File: config.mk
export PLATFORM = sky130hd
export DESIGN_NAME = lwei_loader
export DESIGN_NICKNAME = d
export VERILOG_FILES = /design/src/rtl/lwei_pkg.sv /design/src/rtl/lwei_loader.sv
export SDC_FILE = /design/constraint.sdc
export NUM_CORES = 1
export LEC_CHECK = 0
export BUFFER_PORTS_ARGS = -buffer_cell sky130_fd_sc_hd__buf_2
export CORE_UTILIZATION = 51
export DETAILED_ROUTE_END_ITERATION = 7
export HOLD_SLACK_MARGIN = 0.15
export PLACE_DENSITY = 0.8
export SLEW_MARGIN = 30
export SYNTH_ARGS = -nofsm -noshare
export SYNTH_HDL_FRONTEND = slang
export SYNTH_SLANG_ARGS = --single-unit
export TNS_END_PERCENT = 20
File: constraint.sdc
create_clock -name clk -period 2.5 [get_ports clk]
set_clock_uncertainty 0.05 [all_clocks]
set_input_delay 0.25 -clock clk [delete_from_list [all_inputs] [get_ports clk]]
set_output_delay 0.25 -clock clk [all_outputs]
set_load 0.01 [all_outputs]
File: src/rtl/lwei_pkg.sv
// lwei_pkg: shared constants and loader state type for the lwei weight path
package lwei_pkg;
   localparam int          WORD_W            = 32;
   localparam logic [31:0] LWEI_BASE_ADDRESS = 32'h3000_0000;
   localparam int          ARRAY_SIZE        = 4;
   localparam int          CHANNEL           = 1;
   localparam int          INPUT_SIZE        = 8;
   localparam int          KERNEL_SIZE       = 3;
   typedef enum logic [1:0] {IDLE, REQ, GAP, FIN} loader_state_t;
endpackage

File: src/rtl/lwei_loader.sv
// lwei_loader: Wishbone classic initiator writing a latched weight bank to the lwei responder
module lwei_loader
   import lwei_pkg::*;
#(
   parameter logic [31:0] TARGET_ADDRESS = LWEI_BASE_ADDRESS,
   parameter int          NUM_WORDS      = 4,
   parameter int          TIMEOUT_CYCLES = 64
) (
   input  logic                        clk,
   input  logic                        rst,
   input  logic                        start,
   input  logic [NUM_WORDS*WORD_W-1:0] weights_in,
   output logic                        busy,
   output logic                        done,
   output logic                        err,
   output logic [3:0]                  words_sent,
   output logic                        wbm_cyc_o,
   output logic                        wbm_stb_o,
   output logic                        wbm_we_o,
   output logic [3:0]                  wbm_sel_o,
   output logic [31:0]                 wbm_adr_o,
   output logic [31:0]                 wbm_dat_o,
   input  logic                        wbm_ack_i
);
   loader_state_t               state_q, state_d;
   logic [NUM_WORDS*WORD_W-1:0] bank_q, bank_d;
   logic [3:0]                  idx_q, idx_d, sent_q, sent_d;
   logic [7:0]                  to_q, to_d;
   logic                        err_q, err_d;
   logic [WORD_W-1:0]           word;
   logic                        req;
   // state and datapath registers
   always_ff @(posedge clk) begin
      if (rst) begin
         state_q <= IDLE;
         bank_q  <= '0;
         idx_q   <= '0;
         sent_q  <= '0;
         to_q    <= '0;
         err_q   <= 1'b0;
      end else begin
         state_q <= state_d;
         bank_q  <= bank_d;
         idx_q   <= idx_d;
         sent_q  <= sent_d;
         to_q    <= to_d;
         err_q   <= err_d;
      end
   end
   // next state: GAP always follows an ack so the responder's late ack cannot repeat a write
   always_comb begin
      state_d = state_q;
      bank_d  = bank_q;
      idx_d   = idx_q;
      sent_d  = sent_q;
      to_d    = to_q;
      err_d   = err_q;
      case (state_q)
         IDLE: if (start) begin
            bank_d  = weights_in;
            idx_d   = '0;
            sent_d  = '0;
            to_d    = '0;
            err_d   = 1'b0;
            state_d = REQ;
         end
         REQ: if (wbm_ack_i) begin
            sent_d  = sent_q + 4'd1;
            idx_d   = idx_q + 4'd1;
            state_d = GAP;
         end else if (to_q == 8'(TIMEOUT_CYCLES - 1)) begin
            err_d   = 1'b1;
            state_d = FIN;
         end else begin
            to_d = (to_q == 8'hFF) ? to_q : to_q + 8'd1;
         end
         GAP: begin
            to_d    = '0;
            state_d = (idx_q < 4'(NUM_WORDS)) ? REQ : FIN;
         end
         default: state_d = IDLE;
      endcase
   end
   // select the current word from the latched bank
   always_comb begin
      word = '0;
      for (int k = 0; k < NUM_WORDS; k++)
         if (idx_q == 4'(k)) word = bank_q[k*WORD_W +: WORD_W];
   end
   assign req        = (state_q == REQ);
   assign wbm_cyc_o  = req;
   assign wbm_stb_o  = req;
   assign wbm_we_o   = req;
   assign wbm_sel_o  = req ? 4'hF : 4'h0;
   assign wbm_adr_o  = req ? TARGET_ADDRESS : 32'h0;
   assign wbm_dat_o  = req ? word : 32'h0;
   assign busy       = req || (state_q == GAP);
   assign done       = (state_q == FIN);
   assign err        = err_q;
   assign words_sent = sent_q;
endmodule
==> reports/qor.tcl <==
set qor(post_route_cells_drive_above_1_share_pct) 23.2
set qor(port_buffer_cells) 179
set qor(fin_crit_sh_pct) 99.1
set qor(hold_ep) {words_sent[0]}
set qor(hold-path-cell-count) 3
set qor(die-height_um) 116
set qor(r2r-end) {to_q[2]}
set qor(cellInternalPower_mw) 5.05
set qor(grt_max_degree) 78
set qor(post-place-cells) 1180
set qor(h-tree-depth) 4
set qor(clk_pin_slew_ns) 0.06
set qor(yosys.area.top_type_share_pct) 44.2
set qor(finalHoldViolCount) 0
set qor(drt-pass1-iter-count) 6
set qor(drt_first_iter_violations) 734
set qor(leakage_nw) 4.04
set qor(gr-total-overflow) 0
set qor(die_x_um) 116
set qor(unrepaired_setup_endpoints_after_global_routing) {yes}
set qor(critPathArrivalTime_ns) 2.18
set qor(timing.reg2reg.setup_slack_ns) 0.36
set qor(peakVddDrop_uv) 543
set qor(syn-cell-area_um2) 6660
set qor(power_density_nw_per_um2) 828
set qor(fillers) 865
set qor(layout-area-overhead-vs-synth_pct) 44.7
set qor(drcViolationCount) 0
set qor(total_switching_power_mw) 2.93
set qor(synthTopCellsByArea) {sky130_fd_sc_hd__dfxtp_1 (44%), sky130_fd_sc_hd__nand2_1 (17%), sky130_fd_sc_hd__a21oi_1 (10%), sky130_fd_sc_hd__buf_4 (4.4%), sky130_fd_sc_hd__a221oi_1 (4.2%)}
set qor(post-route-min-period_ns) 2.48
set qor(power.share.sequential_pct) 36.9
set qor(clkPwrFrac_pct) 29.9
set qor(cts.sink_count) 147
set qor(antenna_left) 0
set qor(tritoncts) {done}
set qor(fp.coreArea_um2) 12700
set qor(timing.critical_path.fanout_max) 7
set qor(finish.utilization_pct) 76.0
set qor(finalNetCount) 1304
set qor(timing.critical_path.required_ns) 2.20
set qor(syn_avg_cell_area_um2) 7.49
set qor(dr_vias_cell) 5.52
set qor(top_level_ports) 210
set qor(effective_utilization_at_floorplan_pct) 52.6
set qor(ys_dominant_reg_cell) {sky130_fd_sc_hd__dfxtp_1}
set qor(grt_usage_pct) 32.3
set qor(ffs_w_async_s_r_synth_pct) 0
set qor(outcome) {complete, no violations}
set qor(critical_path.slowest_cell) {sky130_fd_sc_hd__dfxtp_2}
set qor(r2r_start) {state_q[0]}
set qor(reg2reg_depth) 6
set qor(crit_chain) {inv_4 > ha_4 > nor4b_4 > buf_4 > buf_6 > buf_12 > a221oi_2 > o31ai_1 > buf_2}
set qor(timing.critical_path.to_type) {output pin}
set qor(row_count) 41
set qor(place.detailed.hpwl_mm) 11.3
set qor(grt_first_pass_wirelength_mm) 33.9
set qor(ys_ff_latch) 147
set qor(layout_setup_ws_ns) 0.0217
set qor(min_from) {wbm_ack_i}
set qor(pre_cts_ws_ns) 0.364
set qor(hold_path_class) {in2reg}
set qor(setup_viol) 0
set qor(post_synth_inst_count) 889
set qor(drt-total-wl_mm) 22.0
set qor(drv_cap) 0
set qor(first_global_vias) 7078
set qor(clk-insertion-delay-late_ns) 0.43
set qor(routed_wire_length_per_instance_um) 16.3
set qor(yosys_warnings) 0
set qor(globalplace.congestion) 0.822
set qor(synth_enable_flop_cells) 0
set qor(setup.worst_path.start_class) {flop}
set qor(slowest_delay_ns) 0.36
set qor(synth_area_leader_cell) {sky130_fd_sc_hd__dfxtp_1}
set qor(tightest_slew_ns) 0.815
set qor(layoutNonFillerInstCount) 1349
set qor(cts.root.buffer_cell) {sky130_fd_sc_hd__clkbuf_16}
set qor(design.die.area_um2) 13500
set qor(worstSetupPathType) {reg2out}
set qor(power.share.combinational_pct) 33.1
set qor(numCtsBuffers) 17
set qor(clockBufferDepth) 2
set qor(final-max-slew-violation-count) 0
set qor(synth.lib_cells_used.distinct) 41
set qor(switching_share_pct) 36.7
set qor(antenna_found_initial) 1
set qor(timing.max_slew.rel_slack_pct) 45.7
set qor(synth.yosys.seq_area_share_pct) 44.2
set qor(vias) 7440
set qor(max_freq_ghz) 0.404
-- registers in the layout, summed over array words and instances, names as in the netlist --
signal      cells
bank_q        128
err             1
idx_q           4
state_q         2
to_q            8
words_sent      4
-- area by class of cell --
| class | count | area (um^2) | area share, % |
|---|---|---|---|
| Multi-Input combinational cell | 655 | 3400 | 35.3 |
| Sequential cell | 147 | 2950 | 30.6 |
| Timing Repair Buffer | 335 | 2490 | 25.9 |
| Clock buffer | 17 | 425 | 4.42 |
| Tap cell | 172 | 215 | 2.23 |
| Clock inverter | 15 | 125 | 1.30 |
| Inverter | 6 | 27.5 | 0.286 |
| Antenna cell | 2 | 5.00 | 0.0519 |
-- per-layer routing --
| metal | vias to the layer above | track usage, % | wire, um |
|---|---|---|---|
| met5 | - | 0 | 0 |
| met4 | 0 | 17.2 | 830 |
| met3 | 83 | 7.84 | 1670 |
| met2 | 395 | 54.4 | 11000 |
| met1 | 3453 | 38.0 | 8550 |
| li1 | 3509 | - | - |
-- placed cells by master, fill, tap and decap left out, types with 7 or more instances in the layout --
cell type / n
sky130_fd_sc_hd__a21oi_1: 137
sky130_fd_sc_hd__a221oi_1: 17
sky130_fd_sc_hd__a221oi_2: 15
sky130_fd_sc_hd__buf_12: 7
sky130_fd_sc_hd__buf_2: 178
sky130_fd_sc_hd__buf_4: 18
sky130_fd_sc_hd__clkbuf_16: 17
sky130_fd_sc_hd__conb_1: 30
sky130_fd_sc_hd__dfxtp_1: 145
sky130_fd_sc_hd__dlygate4sd3_1: 128
sky130_fd_sc_hd__ha_1: 7
sky130_fd_sc_hd__nand2_1: 301
sky130_fd_sc_hd__nand3_1: 7
sky130_fd_sc_hd__nor2_1: 38
sky130_fd_sc_hd__o31ai_1: 32
-- through the flow --
| step | hold slack (ns) | total power, mW | TNS [ns] | instance area, um^2 |
|---|---|---|---|---|
| after detailed placement | 0.397 | 5.19 | 0 | 7550 |
| after CTS | 0.150 | 7.80 | -0.00966 | 9480 |
| final | 0.169 | 7.97 | 0 | 9640 |
| after global placement | 0.392 | 5.14 | 0 | 7550 |
| after global routing | 0.198 | 8.37 | -0.155 | 9630 |
| after floorplan | 0.336 | 4.54 | 0 | 6770 |
-- worst max-delay path: cells and delay by family, from the launching register on --
kind | cells | cell delay, ns
compound gates | 2 | 0.34
fa+ha+maj | 1 | 0.16
buf+inv | 5 | 0.66
flops | 1 | 0.36
simple gates | 1 | 0.22
-- power groups by stage --
| stage | clock network (mW) | logic, mW | registers [mW] |
|---|---|---|---|
| detailed placement | 0 | 2.23 | 2.96 |
| finish | 2.39 | 2.64 | 2.95 |
| CTS | 2.40 | 2.49 | 2.91 |
| floorplan | 0 | 1.63 | 2.91 |
| global route | 2.51 | 2.88 | 2.98 |
| global placement | 0 | 2.20 | 2.94 |
-- kinds of logic (layout without fill, tap and decap cells) --
kind of cell	after synthesis	after routing	synth area share, %
adders and majority gates	10	10	1.88
buffers and inverters	116	373	8.83
muxes	1	1	0.150
DFF	147	147	44.2
and+or+nand+nor	383	383	23.3
AOI/OAI and AO/OA	226	226	20.9
xor gates and xnor gates	5	5	0.657
other	1	32	0.0563
-- what timing repair did --
| item | 4_1_cts | 5_1_grt |
|---|---|---|
| setup buffers | 5 | 1 |
| hold buffers | 128 | 0 |
| pin swaps | 3 | 6 |
| hold endpoints to repair | 128 | 0 |
| gates resized for setup | 10 | 28 |
| gates cloned | 1 | 0 |
| endpoints found under the setup margin | 16 | 32 |
-- synth_stat cells (all sizes together), types with 4 or more instances --
cell type	count
nor2	39
nand3	7
nor3	5
a21oi	137
o21ai	4
a211oi	4
buf	46
inv	6
nand4	5
nand2b	5
a31oi	5
xnor2	5
dfxtp	147
nand2	302
o31ai	34
clkbuf	64
ha	10
a221oi	32
-- how the worst max path moves through the flow --
stage                    start             to  slack (ns)  depth (start not counted)
CTS                   idx_q[1]   wbm_dat_o[6]      -0.008                          8
detailed placement    idx_q[1]  wbm_dat_o[31]        0.36                          7
floorplan           state_q[1]  wbm_dat_o[10]        0.35                          8
global placement      idx_q[1]  wbm_dat_o[31]        0.41                          7
global route          idx_q[1]  wbm_dat_o[27]       -0.05                          9
finish                idx_q[1]  wbm_dat_o[27]        0.02                          9
No activity file was read; power rests on OpenSTA's default activity.
